File: src/rtl/traffic_phase_controller.sv
// Actuated N-phase intersection controller: per phase GREEN -> YELLOW ->
// ALL_RED, then round-robin to the next phase with latched demand.
// Optional build macro FLASH_MODE_EN adds i_flash_req and flashing yellow.
// Ports: clk, reset (sync, active-high), i_enable, i_demand[N],
//  i_green_time[N*TIME_W], i_yellow_time, i_all_red_time,
//  o_red/o_yellow/o_green[N], o_active_phase, o_pending[N], o_cycle_done.
module traffic_phase_controller #(
  parameter int NUM_PHASES = 4,
  parameter int TIME_W     = 8,
  parameter int FLASH_HALF = 50
) (
  input  logic                         clk,
  input  logic                         reset,
  input  logic                         i_enable,
  input  logic [NUM_PHASES-1:0]        i_demand,
  input  logic [NUM_PHASES*TIME_W-1:0] i_green_time,
  input  logic [TIME_W-1:0]            i_yellow_time,
  input  logic [TIME_W-1:0]            i_all_red_time,
`ifdef FLASH_MODE_EN
  input  logic                         i_flash_req,
`endif
  output logic [NUM_PHASES-1:0]        o_red,
  output logic [NUM_PHASES-1:0]        o_yellow,
  output logic [NUM_PHASES-1:0]        o_green,
  output logic [$clog2(NUM_PHASES)-1:0] o_active_phase,
  output logic [NUM_PHASES-1:0]        o_pending,
  output logic                         o_cycle_done
);

  localparam int PW = $clog2(NUM_PHASES);

  typedef enum logic [1:0] {
    S_ALL_RED,
    S_GREEN,
    S_YELLOW,
    S_FLASH
  } state_t;

  // Elaboration-time range guard; intentionally empty.
  if (NUM_PHASES < 2 || NUM_PHASES > 8 || FLASH_HALF < 1) begin : g_bad_params
  end

  state_t                r_state, w_state_n;
  logic [TIME_W-1:0]     r_cnt, w_cnt_n;
  logic [PW-1:0]         r_phase, w_phase_n;
  logic [NUM_PHASES-1:0] r_pending;
  logic [NUM_PHASES-1:0] w_clr;
  logic                  w_cycle_done;
  logic                  w_found;
  logic [PW-1:0]         w_q;
  logic [TIME_W-1:0]     w_gt [NUM_PHASES];

`ifdef FLASH_MODE_EN
  localparam int FW = $clog2(FLASH_HALF + 1);
  localparam logic [FW-1:0] FL_LD = FW'(FLASH_HALF - 1);
  logic [FW-1:0] r_fcnt, w_fcnt_n;
  logic          r_fon, w_fon_n;
`endif

  // Interval of length T runs T cycles; T=0 behaves as 1.
  function automatic logic [TIME_W-1:0] f_ld(input logic [TIME_W-1:0] t);
    return (t == '0) ? '0 : t - TIME_W'(1);
  endfunction

  for (genvar p = 0; p < NUM_PHASES; p++) begin : g_gt
    assign w_gt[p] = i_green_time[p*TIME_W +: TIME_W];
  end

  // First pending phase in order p+1 .. p+N (p itself comes last).
  always_comb begin
    logic [PW-1:0] v_idx;
    v_idx   = '0;
    w_found = 1'b0;
    w_q     = r_phase;
    for (int k = NUM_PHASES; k >= 1; k--) begin
      v_idx = PW'((int'(r_phase) + k) % NUM_PHASES);
      if (r_pending[v_idx]) begin
        w_found = 1'b1;
        w_q     = v_idx;
      end
    end
  end

  always_comb begin
    w_state_n    = r_state;
    w_cnt_n      = r_cnt;
    w_phase_n    = r_phase;
    w_clr        = '0;
    w_cycle_done = 1'b0;
`ifdef FLASH_MODE_EN
    w_fcnt_n     = r_fcnt;
    w_fon_n      = r_fon;
    if (i_flash_req) begin
      w_state_n = S_FLASH;
      if (r_state != S_FLASH) begin
        w_fon_n  = 1'b1;
        w_fcnt_n = FL_LD;
      end else if (r_fcnt == '0) begin
        w_fon_n  = ~r_fon;
        w_fcnt_n = FL_LD;
      end else begin
        w_fcnt_n = r_fcnt - FW'(1);
      end
    end else if (r_state == S_FLASH) begin
      w_state_n = S_ALL_RED;
      w_cnt_n   = f_ld(i_all_red_time);
    end else
`endif
    if (i_enable) begin
      unique case (r_state)
        S_GREEN: begin
          if (r_cnt != '0) begin
            w_cnt_n = r_cnt - TIME_W'(1);
          end else begin
            w_state_n = S_YELLOW;
            w_cnt_n   = f_ld(i_yellow_time);
          end
        end
        S_YELLOW: begin
          if (r_cnt != '0) begin
            w_cnt_n = r_cnt - TIME_W'(1);
          end else begin
            w_state_n = S_ALL_RED;
            w_cnt_n   = f_ld(i_all_red_time);
          end
        end
        S_ALL_RED: begin
          // Counter parks at 0 while resting; search repeats each cycle.
          if (r_cnt != '0) begin
            w_cnt_n = r_cnt - TIME_W'(1);
          end else if (w_found) begin
            w_state_n    = S_GREEN;
            w_phase_n    = w_q;
            w_cnt_n      = f_ld(w_gt[w_q]);
            w_clr[w_q]   = 1'b1;
            w_cycle_done = 1'b1;
          end
        end
        default: ;
      endcase
    end
  end

  always_ff @(posedge clk) begin
    if (reset) begin
      r_state   <= S_ALL_RED;
      r_cnt     <= f_ld(i_all_red_time);
      r_phase   <= '0;
      r_pending <= '0;
`ifdef FLASH_MODE_EN
      r_fcnt    <= '0;
      r_fon     <= 1'b0;
`endif
    end else begin
      r_state   <= w_state_n;
      r_cnt     <= w_cnt_n;
      r_phase   <= w_phase_n;
      r_pending <= (r_pending | i_demand) & ~w_clr;
`ifdef FLASH_MODE_EN
      r_fcnt    <= w_fcnt_n;
      r_fon     <= w_fon_n;
`endif
    end
  end

  always_comb begin
    o_red    = '1;
    o_yellow = '0;
    o_green  = '0;
    unique case (r_state)
      S_GREEN: begin
        o_red[r_phase]   = 1'b0;
        o_green[r_phase] = 1'b1;
      end
      S_YELLOW: begin
        o_red[r_phase]    = 1'b0;
        o_yellow[r_phase] = 1'b1;
      end
`ifdef FLASH_MODE_EN
      S_FLASH: begin
        o_red    = '0;
        o_yellow = {NUM_PHASES{r_fon}};
      end
`endif
      default: ;
    endcase
  end

  assign o_active_phase = r_phase;
  assign o_pending      = r_pending;
  assign o_cycle_done   = w_cycle_done;

endmodule

File: config.mk
export PLATFORM = sky130hd
export DESIGN_NAME = traffic_phase_controller
export DESIGN_NICKNAME = d
export VERILOG_FILES = /design/src/rtl/traffic_phase_controller.sv
export SDC_FILE = /design/constraint.sdc
export NUM_CORES = 1
export LEC_CHECK = 0
export CAP_MARGIN = 20
export CORE_ASPECT_RATIO = 2
export CORE_MARGIN = 4
export CORE_UTILIZATION = 52
export CTS_CLUSTER_SIZE = 8
export DETAILED_ROUTE_END_ITERATION = 8
export PLACE_DENSITY = 0.85
export RECOVER_POWER = 25
export SLEW_MARGIN = 20
export SYNTH_ARGS = -nofsm -noshare
export SYNTH_HDL_FRONTEND = slang
export SYNTH_SLANG_ARGS = --single-unit
File: constraint.sdc
create_clock -name clk -period 5.54 [get_ports clk]
set_input_delay 0.831 -clock clk [delete_from_list [all_inputs] [get_ports clk]]
set_output_delay 0.831 -clock clk [all_outputs]
set_load 0.02 [all_outputs]
==> flow_summary.toml, run 1 <==
[timing]
fin_crit_sh_pct = 75.64
setup_tns_ns = 0
hold_viol_final = 0
fmax_ghz = 0.2386
clock_skew_ns = 0.006825
slew_violations = 0
relSlewSlack_pct = 28.87
final.min_clock_period_ns = 4.190
hold_slack_ns = 0.5691
setup_viol = 0
tightest_slew_ns = 1.057
grt_setup_unrepaired = "no"

[logic_synthesis]
synth_edf_count = 8
synth.ff_latch_count = 16
yosys.area.top_type_share_pct = 9.712
ys_seq_area_share_pct = 16.19
ys_types = 57
ys_warn_count = 0
synth_nets = 382
synth_area_leaders = "edfxtp_1 (9.7%), mux4_2 (7.3%), ha_1 (7.1%)"
synth_top_cell_by_area = "edfxtp_1"
syn-mean-instance-area_um2 = 7.903
synth_ff_type = "edfxtp_1"
syn_area_um2 = 2474
synthCells = 313
ys_async_sr_fraction_pct = 0

[clock_network]
htreeDepth = 1
path_clk_slew_ns = 0.07
clockBufferDepth = 2
clockRootBuffer = "clkbuf_8"
cts_tree = "yes"
cts_sinks = 16
cts_resized = 0
cts_buffers = 3
cts_hold_buf = 0
post_cts_buffers = 0
clock_latency_ns = 0.25

[finish]
area_growth_pct = 31.11
n_fill_cell = 385
antennaDiodeCount = 0
finalNetCount = 447
drive_above_1_share_pct = 7.162
final_core_util_pct = 70.53

[grt]
grt_use_total_pct = 23.84
antenna_found_initial = 0
grt_max_degree = 26
grt_overflow_total = 0
grt_pass1_vias = 2623
grt_pass1_wl_mm = 11.53

[pwr]
switching_share_pct = 34.41
power_frac_seq_pct = 32.2
power_frac_comb_pct = 45.1
vdd_drop_max_v = 0.0001365
switching_power_uw = 161.5
fin_total_pwr_uw = 469.2
clockPowerShare_pct = 22.7
p_per_area_nw_per_um2 = 144.7
p_leak_uw = 0.001115
internal-power_uw = 307.7

[setup_path]
r2r_end = "r_cnt[6]"
cp.required_ns = 4.71
path_class = "register to primary output"
start_kind = "register"
reg2reg_from = "o_active_phase[0]"
cp_max_fo = 8
end_kind = "primary output"
r2r_cells = 14
critPathArrivalTime_ns = 3.36
regToRegSetupSlack_ns = 1.44

[routing]
vias = 2722
post_drt_wl_per_cell_um = 16.88
avgViaCountPerCell = 6.301
firstDrtPassIters = 5
routed_wl_mm = 7.294
drt_iter0_drc = 126
postRouteAntennaNets = 0
drc = 0

[place]
dp_hpwl_mm = 6.006
portBuffers = 73
gp_congestion = 0.9161

[run_status]
status = "completed"

[floorplanning]
dieArea_um2 = 5992
io_pins = 74
dieHeight_um = 105.5
start_util_pct = 53.80
num_rows = 35
core_um2 = 4598
fp.dieW_um = 56.77

[min_path]
whs_endpoint = "r_state[0]"
hold_start = "r_state[0]"
hold-path-cell-count = 1
min_path_type = "register to register"

[job]
max_cap_viol_count = 0
## how the worst max path moves through the flow
stage	startpoint	end	slack, ns	depth (start not counted)
2_1_floorplan	o_active_phase[0]	r_cnt[6]	1.69	17
6_report	r_cnt[0]	o_cycle_done	1.35	6
5_1_grt	r_cnt[0]	o_cycle_done	1.03	6
3_5_place_dp	o_active_phase[0]	r_cnt[6]	1.44	14
3_3_place_gp	o_active_phase[0]	r_cnt[6]	1.58	14
4_1_cts	o_active_phase[0]	r_cnt[6]	1.41	14
## power groups by stage
stage / clock network (uW) / logic, uW / registers, uW
final: 107 / 212 / 151
after global routing: 112 / 229 / 152
after CTS: 108 / 212 / 151
after detailed placement: 0 / 211 / 153
after global placement: 0 / 207 / 152
after floorplan: 0 / 132 / 152
## logic make-up (layout without fill, tap and decap cells)
kind of cell | count (synthesis) | after routing | share of synthesized area [%]
multiplexers | 23 | 23 | 13.56
flip-flops | 16 | 16 | 16.19
XOR/XNOR | 20 | 20 | 7.840
AND/OR/NAND/NOR | 141 | 141 | 29.89
AO/OA/AOI/OAI | 69 | 69 | 19.53
adder cells (fa/ha/maj) | 14 | 14 | 7.082
buffers and inverters | 30 | 94 | 5.918
## metrics by stage
step           worst slack [ns]  instances  instance area, um2
2_1_floorplan             1.695        313                2474
3_3_place_gp              1.583        428                3194
3_5_place_dp              1.444        428                3194
4_1_cts                   1.408        432                3249
5_1_grt                   1.031        432                3243
6_report                  1.350        432                3243
## cells in the mapped netlist (2+ instances only)
| master | number |
|---|---|
| a31oi_1 | 2 |
| mux2i_1 | 11 |
| nand2_1 | 23 |
| xnor2_1 | 12 |
| mux4_2 | 8 |
| a211oi_1 | 4 |
| nor4b_2 | 2 |
| or3_1 | 7 |
| buf_2 | 3 |
| o22a_1 | 2 |
| nand2b_1 | 3 |
| nor4b_1 | 3 |
| nor3b_1 | 5 |
| a21oi_1 | 16 |
| nand3_1 | 13 |
| and2_1 | 10 |
| a311oi_1 | 4 |
| o32ai_1 | 2 |
| clkbuf_1 | 7 |
| inv_1 | 15 |
| nor3_1 | 25 |
| o22ai_1 | 5 |
| nor2b_1 | 2 |
| dfxtp_1 | 8 |
| o21ai_0 | 13 |
| or2_2 | 3 |
| nor2_1 | 31 |
| nand3b_1 | 3 |
| edfxtp_1 | 8 |
| buf_6 | 4 |
| nor4_1 | 9 |
| o221a_2 | 3 |
| ha_1 | 14 |
| mux2_2 | 4 |
| xor2_1 | 7 |
## cell usage in the layout (no fill, tap or decap), drive strengths merged, types with 5 or more instances in the layout
master         synthesis  final
nor3                  25     25
nand2                 23     23
xnor2                 13     13
mux4                   8      8
ha                    14     14
nor3b                  5      5
nand3                 13     13
dfxtp                  8      8
or3                    7      7
nor2                  32     32
clkdlybuf4s50          0     67
edfxtp                 8      8
dlygate4sd3            0      6
o22ai                  5      5
o21ai                 14     14
a21oi                 17     17
inv                   15     15
xor2                   7      7
mux2i                 11     11
nor4                   9      9
and2                  10     10
nor4b                  5      5
## per-layer routing
layer	track usage, %	vias to the layer above	share of wire (%)	wire length, um
li1	-	1302	-	-
met1	21.95	1254	33	2390
met2	47.10	136	56	4084
met3	3.186	30	6.4	465
met4	13.43	0	4.8	353
met5	0	-	0	0
## cell type report
class / count / area (um2) / area share, %
clock buffers: 4 / 55.05 / 1.698
inverters: 16 / 60.06 / 1.852
multi-input cells: 267 / 1921 / 59.22
flip-flops and latches: 16 / 400.4 / 12.35
well taps: 55 / 68.82 / 2.122
repair buffers: 74 / 738.2 / 22.76
## state kept, by name (all words and copies together) (netlist names)
| register | flops |
|---|---|
| o_active_phase | 2 |
| o_pending | 4 |
| r_cnt | 8 |
| r_state | 2 |
## worst max-delay path: stages, from the launching register on
cell,delay (ns)
edfxtp_1,0.42
inv_1,0.10
ha_1,0.16
nor4b_1,0.62
nand2_1,0.46
nor3_1,0.63
clkdlybuf4s50_1,0.73
Note: power is estimated with default switching activity, not from simulation.
==> run 2, diff against run 1 <==
CORE_UTILIZATION = 49   (was 52)
PLACE_DENSITY = 0.81   (was 0.85)
clock period = 4.27 ns   (was 5.54 ns; I/O delays follow)
==> run 2 against run 1 <==
Against the previous run:
- combinational power up 31%
- critical endpoint is now r_cnt[6]
- global-route usage up 0.43 points
- core utilization down 3.1 points
==> flow_summary.toml, run 2 (synthesis results as in run 1) <==
[timing]
finalWorstSetupSlack_ns = 0.4214
fmax_ghz = 0.2598
grt_setup_unrepaired = "no"
final.min_clock_period_ns = 3.849
relSlewSlack_pct = 52.76
hold_viol_final = 0
setup_tns_ns = 0
setup_viol = 0
slew_violations = 0
clock_skew_ns = 0.005150
fin_crit_sh_pct = 90.13
tightest_slew_ns = 0.6987

[setup_path]
cpMostUsedCell = "mux4_2"
regToRegSetupSlack_ns = 0.42
max_stage_delay_ns = 0.57
cp_cell_sequence = "buf_4 -> mux4_2 -> clkinv_1 -> a21oi_4 -> xnor2_4 -> mux4_2 -> inv_1 -> ha_1 -> nand3_1 -> mux2i_1 -> a2111oi_0 -> a21oi_1 -> nor3_1 -> o41a_1"
r2r_cells = 14
reg2reg_from = "o_active_phase[0]"
start_kind = "register"
r2r_end = "r_cnt[6]"
slowest_stage = "xnor2_4"
cp_max_fo = 25
critPathArrivalTime_ns = 3.84
path_class = "register to register"
cp.required_ns = 4.26
end_kind = "register"

[grt]
grt-busiest-layer = "met2"
grt_pass1_wl_mm = 12.21
grt_max_degree = 26
grt_overflow_total = 0
use_met2_pct = 48.46
grt_use_total_pct = 24.26
antenna_found_initial = 0
grt_pass1_vias = 2695
met1_usage_pct = 24.30
met3_usage_pct = 1.912

[min_path]
hold-path-cell-count = 1
min_path_type = "register to register"
whs_endpoint = "r_state[0]"
hold_start = "r_state[0]"

[clock_network]
cts_hold_buf = 0
cts_resized = 0
cts_buffers = 3
clock_latency_ns = 0.25
path_clk_slew_ns = 0.07
cts_tree = "yes"
clockRootBuffer = "clkbuf_8"
clockBufferDepth = 2
cts_sinks = 16
post_cts_buffers = 0
htreeDepth = 1

[routing]
routed_wl_mm = 7.389
firstDrtPassIters = 4
avgViaCountPerCell = 6.077
drc = 0
postRouteAntennaNets = 0
drt_iter0_drc = 130
vias = 2668
post_drt_wl_per_cell_um = 16.83

[floorplanning]
dieArea_um2 = 6318
dieHeight_um = 108.5
fp.dieW_um = 58.24
num_rows = 36
start_util_pct = 50.85
io_pins = 74
core_um2 = 4865

[finish]
multiInputGateArea_um2 = 1921
top_register = "r_cnt"
seqCellArea_um2 = 400.4
final_core_util_pct = 67.41
n_fill_cell = 431
mostFrequentLayoutCells = "clkdlybuf4s50_1 (67), nor2_1 (31), nor3_1 (25), nand2_1 (23), a21oi_1 (16)"
area_growth_pct = 32.57
final_common_cell = "clkdlybuf4s50_1"
drive_above_1_share_pct = 8.377
largest_register_ffs = 8
finalNetCount = 452
antennaDiodeCount = 0
final_cell_area_um2 = 3279

[pwr]
p_per_area_nw_per_um2 = 185.3
clockPowerShare_pct = 22.2
vdd_drop_max_v = 0.0001670
switching_power_uw = 206.9
power_frac_seq_pct = 32.2
p_leak_uw = 0.001139
power_frac_comb_pct = 45.6
switching_share_pct = 34.05
internal-power_uw = 400.9

[place]
portBuffers = 73
gp_congestion = 0.9920
pre_cts_slack_ns = 0.4831
dp_hpwl_mm = 6.188
placed_area_um2 = 3234

[run_status]
status = "completed"

[job]
max_cap_viol_count = 0
run 2: cell count changes in the layout (fill, tap and decap cells not counted):
cell	previous run	this run
and2_1	9	8
clkbuf_1	0	1
a31o_1	1	0
and2_0	1	2
a31o_2	0	1
buf_4	1	5
run 2: stage by stage:
step / cells / hold slack, ns / power [uW]
finish: 439 / 0.5805 / 607.8
global route: 439 / 0.6069 / 645.1
CTS: 439 / 0.5788 / 611.4
detailed placement: 435 / 0.5634 / 474.1
global placement: 435 / 0.5499 / 471.9
floorplan: 313 / 0.5255 / 369.3
run 2: worst max path at each step:
stage / startpoint / endpoint / slack [ns] / cells past startpoint
floorplan: o_active_phase[0] / r_cnt[6] / 0.42 / 17
global placement: o_active_phase[0] / r_cnt[6] / 0.59 / 14
detailed placement: o_active_phase[0] / r_cnt[6] / 0.48 / 14
CTS: o_active_phase[0] / r_cnt[6] / 0.44 / 14
global route: o_active_phase[1] / r_cnt[6] / 0.12 / 14
finish: o_active_phase[0] / r_cnt[6] / 0.42 / 14
run 2: power groups by stage:
| stage | registers [uW] | clock network [uW] | logic [uW] |
|---|---|---|---|
| after floorplan | 198 | 0 | 172 |
| after detailed placement | 199 | 0 | 275 |
| after global placement | 199 | 0 | 273 |
| final | 196 | 135 | 277 |
| after CTS | 196 | 139 | 277 |
| after global routing | 198 | 144 | 303 |
run 2: cell type report:
cell class                 instances  share of cell area (%)
inverter                          16                   1.831
timing repair buffer              79                   23.54
sequential                        16                   12.21
tap                               57                   2.175
clock buffer                       4                   1.679
multi-input combinational        267                   58.57
run 2: per-layer routing:
layer  part of all wire, %  routed length, um  vias to the layer above
met5                     0                  0                        -
met4                   3.3                247                        0
met3                   3.1                227                       22
met2                    58               4307                       82
met1                    35               2606                     1249
li1                      -                  -                     1315
run 2: worst max-delay path, delay by kind of cell, from the launching register on:
| kind | cells | cell delay [ns] |
|---|---|---|
| muxes | 3 | 1.13 |
| AOI/OAI and AO/OA | 4 | 0.66 |
| xor gates and xnor gates | 1 | 0.57 |
| DFF | 1 | 0.42 |
| buffers and inverters | 3 | 0.41 |
| adders and majority gates | 1 | 0.22 |
| and+or+nand+nor | 2 | 0.16 |
==> run 3, diff against run 2 <==
CTS_CLUSTER_SIZE = default   (was 8)
==> results of run 3 <==
The final DEF is identical to that of run 2; final timing and power are the same.
==> RTL edit: new RTL, settings of run 2 <==
Register the inputs `i_enable`, `i_demand`, `i_green_time` and `i_yellow_time` before use, without a reset. The logic sees them one clock later. The other inputs are not delayed to match.
--- a/src/rtl/traffic_phase_controller.sv
+++ b/src/rtl/traffic_phase_controller.sv
@@ -36,6 +36,18 @@
     S_FLASH
   } state_t;
 
+  logic i_enable_q;
+  logic [NUM_PHASES-1:0] i_demand_q;
+  logic [NUM_PHASES*TIME_W-1:0] i_green_time_q;
+  logic [TIME_W-1:0] i_yellow_time_q;
+
+  always_ff @(posedge clk) begin
+    i_enable_q      <= i_enable;
+    i_demand_q      <= i_demand;
+    i_green_time_q  <= i_green_time;
+    i_yellow_time_q <= i_yellow_time;
+  end
+
   // Elaboration-time range guard; intentionally empty.
   if (NUM_PHASES < 2 || NUM_PHASES > 8 || FLASH_HALF < 1) begin : g_bad_params
   end
@@ -63,7 +75,7 @@
   endfunction
 
   for (genvar p = 0; p < NUM_PHASES; p++) begin : g_gt
-    assign w_gt[p] = i_green_time[p*TIME_W +: TIME_W];
+    assign w_gt[p] = i_green_time_q[p*TIME_W +: TIME_W];
   end
 
   // First pending phase in order p+1 .. p+N (p itself comes last).
@@ -106,14 +118,14 @@
       w_cnt_n   = f_ld(i_all_red_time);
     end else
 `endif
-    if (i_enable) begin
+    if (i_enable_q) begin
       unique case (r_state)
         S_GREEN: begin
           if (r_cnt != '0) begin
             w_cnt_n = r_cnt - TIME_W'(1);
           end else begin
             w_state_n = S_YELLOW;
-            w_cnt_n   = f_ld(i_yellow_time);
+            w_cnt_n   = f_ld(i_yellow_time_q);
           end
         end
         S_YELLOW: begin
@@ -155,7 +167,7 @@
       r_state   <= w_state_n;
       r_cnt     <= w_cnt_n;
       r_phase   <= w_phase_n;
-      r_pending <= (r_pending | i_demand) & ~w_clr;
+      r_pending <= (r_pending | i_demand_q) & ~w_clr;
 `ifdef FLASH_MODE_EN
       r_fcnt    <= w_fcnt_n;
       r_fon     <= w_fon_n;
Formal check against the unedited RTL: not equivalent (a bounded check fails within 4 cycles, from zero or initial values and one cycle with reset high).
==> RTL edit against run 2 <==
  * Cell area grew 41%
  * Synthesized area rose by 43%
  * Routed wire length up 23%
  * Synthesized cell count is 24% higher
  * Setup slack better by 47 ps
  * Core utilization down 1.5 points
  * Sequential cell count grew 45
  * Via count increased by 22%
  * Critical path depth is 2 lower
  * Total power rose to 2.7 times the old value
  * Global-route usage fell by 2.1 points
==> RTL edit: results (changes against run 2) <==
| Metric | Value |
|---|---|
| Status | `complete, no violations (unchanged)` |
| Reg2reg end | `r_cnt[1] (was r_cnt[6])` |
| Fillers | `582 (was 431)` |
| Commonest register cell after synthesis | `dfxtp_1 (was edfxtp_1)` |
| Clk slew on worst S/H paths | `50 ps (was 70 ps)` |
| Syn Nets | `457 (was 382)` |
| Hold-critical path depth | `2 (was 1)` |
| Syn avg cell area | `9.120 um2 (was 7.903 um2)` |
| Vias | `3246 (was 2668)` |
| Drt initial violations | `258 (was 130)` |
| Clk Latency, worst-skew pair | `320 ps (was 250 ps)` |
| Worst Hold End | `o_pending[1] (was r_state[0])` |
| Share of post-route cells with drive strength above 1 | `8.460% (was 8.377%)` |
| Clock skew | `3.794 ps (was 5.150 ps)` |
| Synth cell count leaders | `dfxtp_1, nor2_1, o21ai_0 (was nor2_1, nor3_1, nand2_1)` |
| R2R depth | `12 (was 14)` |
| Post-Layout Cell Count | `551 (was 439)` |
| Peak VDD IR | `346.0 uV (was 167.0 uV)` |
| Mux cell area share after synthesis | `12.31% (was 13.56%)` |
| Post-Synth XOR/XNOR Area | `3.713% (was 7.840%)` |
| Leak | `1.816 nW (was 1.139 nW)` |
| Global placer's final weighted congestion | `0.8971 (was 0.9920)` |
| Tot GR Track Use | `22.16% (was 24.26%)` |
| Synth Area in Compound Gates | `18.60% (was 19.52%)` |
| H-tree Lvls | `3 (was 1)` |
| Hold Crit Start | `i_demand_q[1] (was r_state[0])` |
[RTL edit: stage by stage]
| step | setup WS, ps | utilization [%] | hold WS (ps) | power (mW) | instance area (um2) |
|---|---|---|---|---|---|
| floorplan | 385.5 | - | 447.7 | 0.8395 | 3538 |
| global placement | 655.8 | 61.66 | 458.4 | 0.9384 | 4313 |
| detailed placement | 552.2 | 61.66 | 463.6 | 0.9448 | 4313 |
| CTS | 513.2 | 65.94 | 471.4 | 1.663 | 4612 |
| global route | 183.4 | 65.94 | 493.7 | 1.719 | 4612 |
| finish | 468.4 | 65.94 | 470.3 | 1.647 | 4612 |
[RTL edit: worst max-delay path by stage]
stage,from,slack [ps],endpoint,cells after the start
global route,o_active_phase[0],180,r_cnt[1],12
floorplan,o_active_phase[0],390,r_cnt[1],16
detailed placement,o_active_phase[0],550,r_cnt[1],13
finish,o_active_phase[0],470,r_cnt[1],12
CTS,o_active_phase[0],510,r_cnt[1],12
global placement,o_active_phase[0],660,r_cnt[1],13
[RTL edit: layout make-up]
class                           count  share of cell area, %
Multi-Input combinational cell    277                  43.76
Sequential cell                    61                  28.21
Timing Repair Buffer               78                  16.66
Clock buffer                       12                  5.562
Inverter                           30                  2.442
Tap cell                           90                  2.442
Clock inverter                      3                 0.9224
[RTL edit: logic make-up (layout without fill, tap and decap cells)]
family	Yosys count	count (layout)
AO/OA/AOI/OAI	100	100
AND/OR/NAND/NOR	119	119
buffers and inverters	50	123
XOR/XNOR	15	15
multiplexers	29	29
adder cells (fa/ha/maj)	14	14
flip-flops	61	61
[RTL edit: power by group]
group	leakage (nW)	switching, mW	internal [mW]
combinational	1.14	0.136	0.143
clock	0.150	0.233	0.480
sequential	0.525	0.0327	0.623
total	1.82	0.402	1.24
[RTL edit: worst max-delay path, cell delays in order (launching register included)]
cell,delay (ps)
dfxtp_1,330
clkinv_1,90
ha_1,500
mux2i_1,420
a31o_4,360
mux4_2,580
inv_1,120
ha_1,200
nand4_1,90
o22ai_1,210
a41oi_2,260
a211oi_1,310
nor2_1,70
[RTL edit: per-layer routing]
| metal | track usage, % | share of wire (%) |
|---|---|---|
| met4 | 14.07 | 6.3 |
| met5 | 0 | 0 |
| met3 | 4.912 | 3.9 |
| met2 | 41.41 | 57 |
| met1 | 19.97 | 33 |
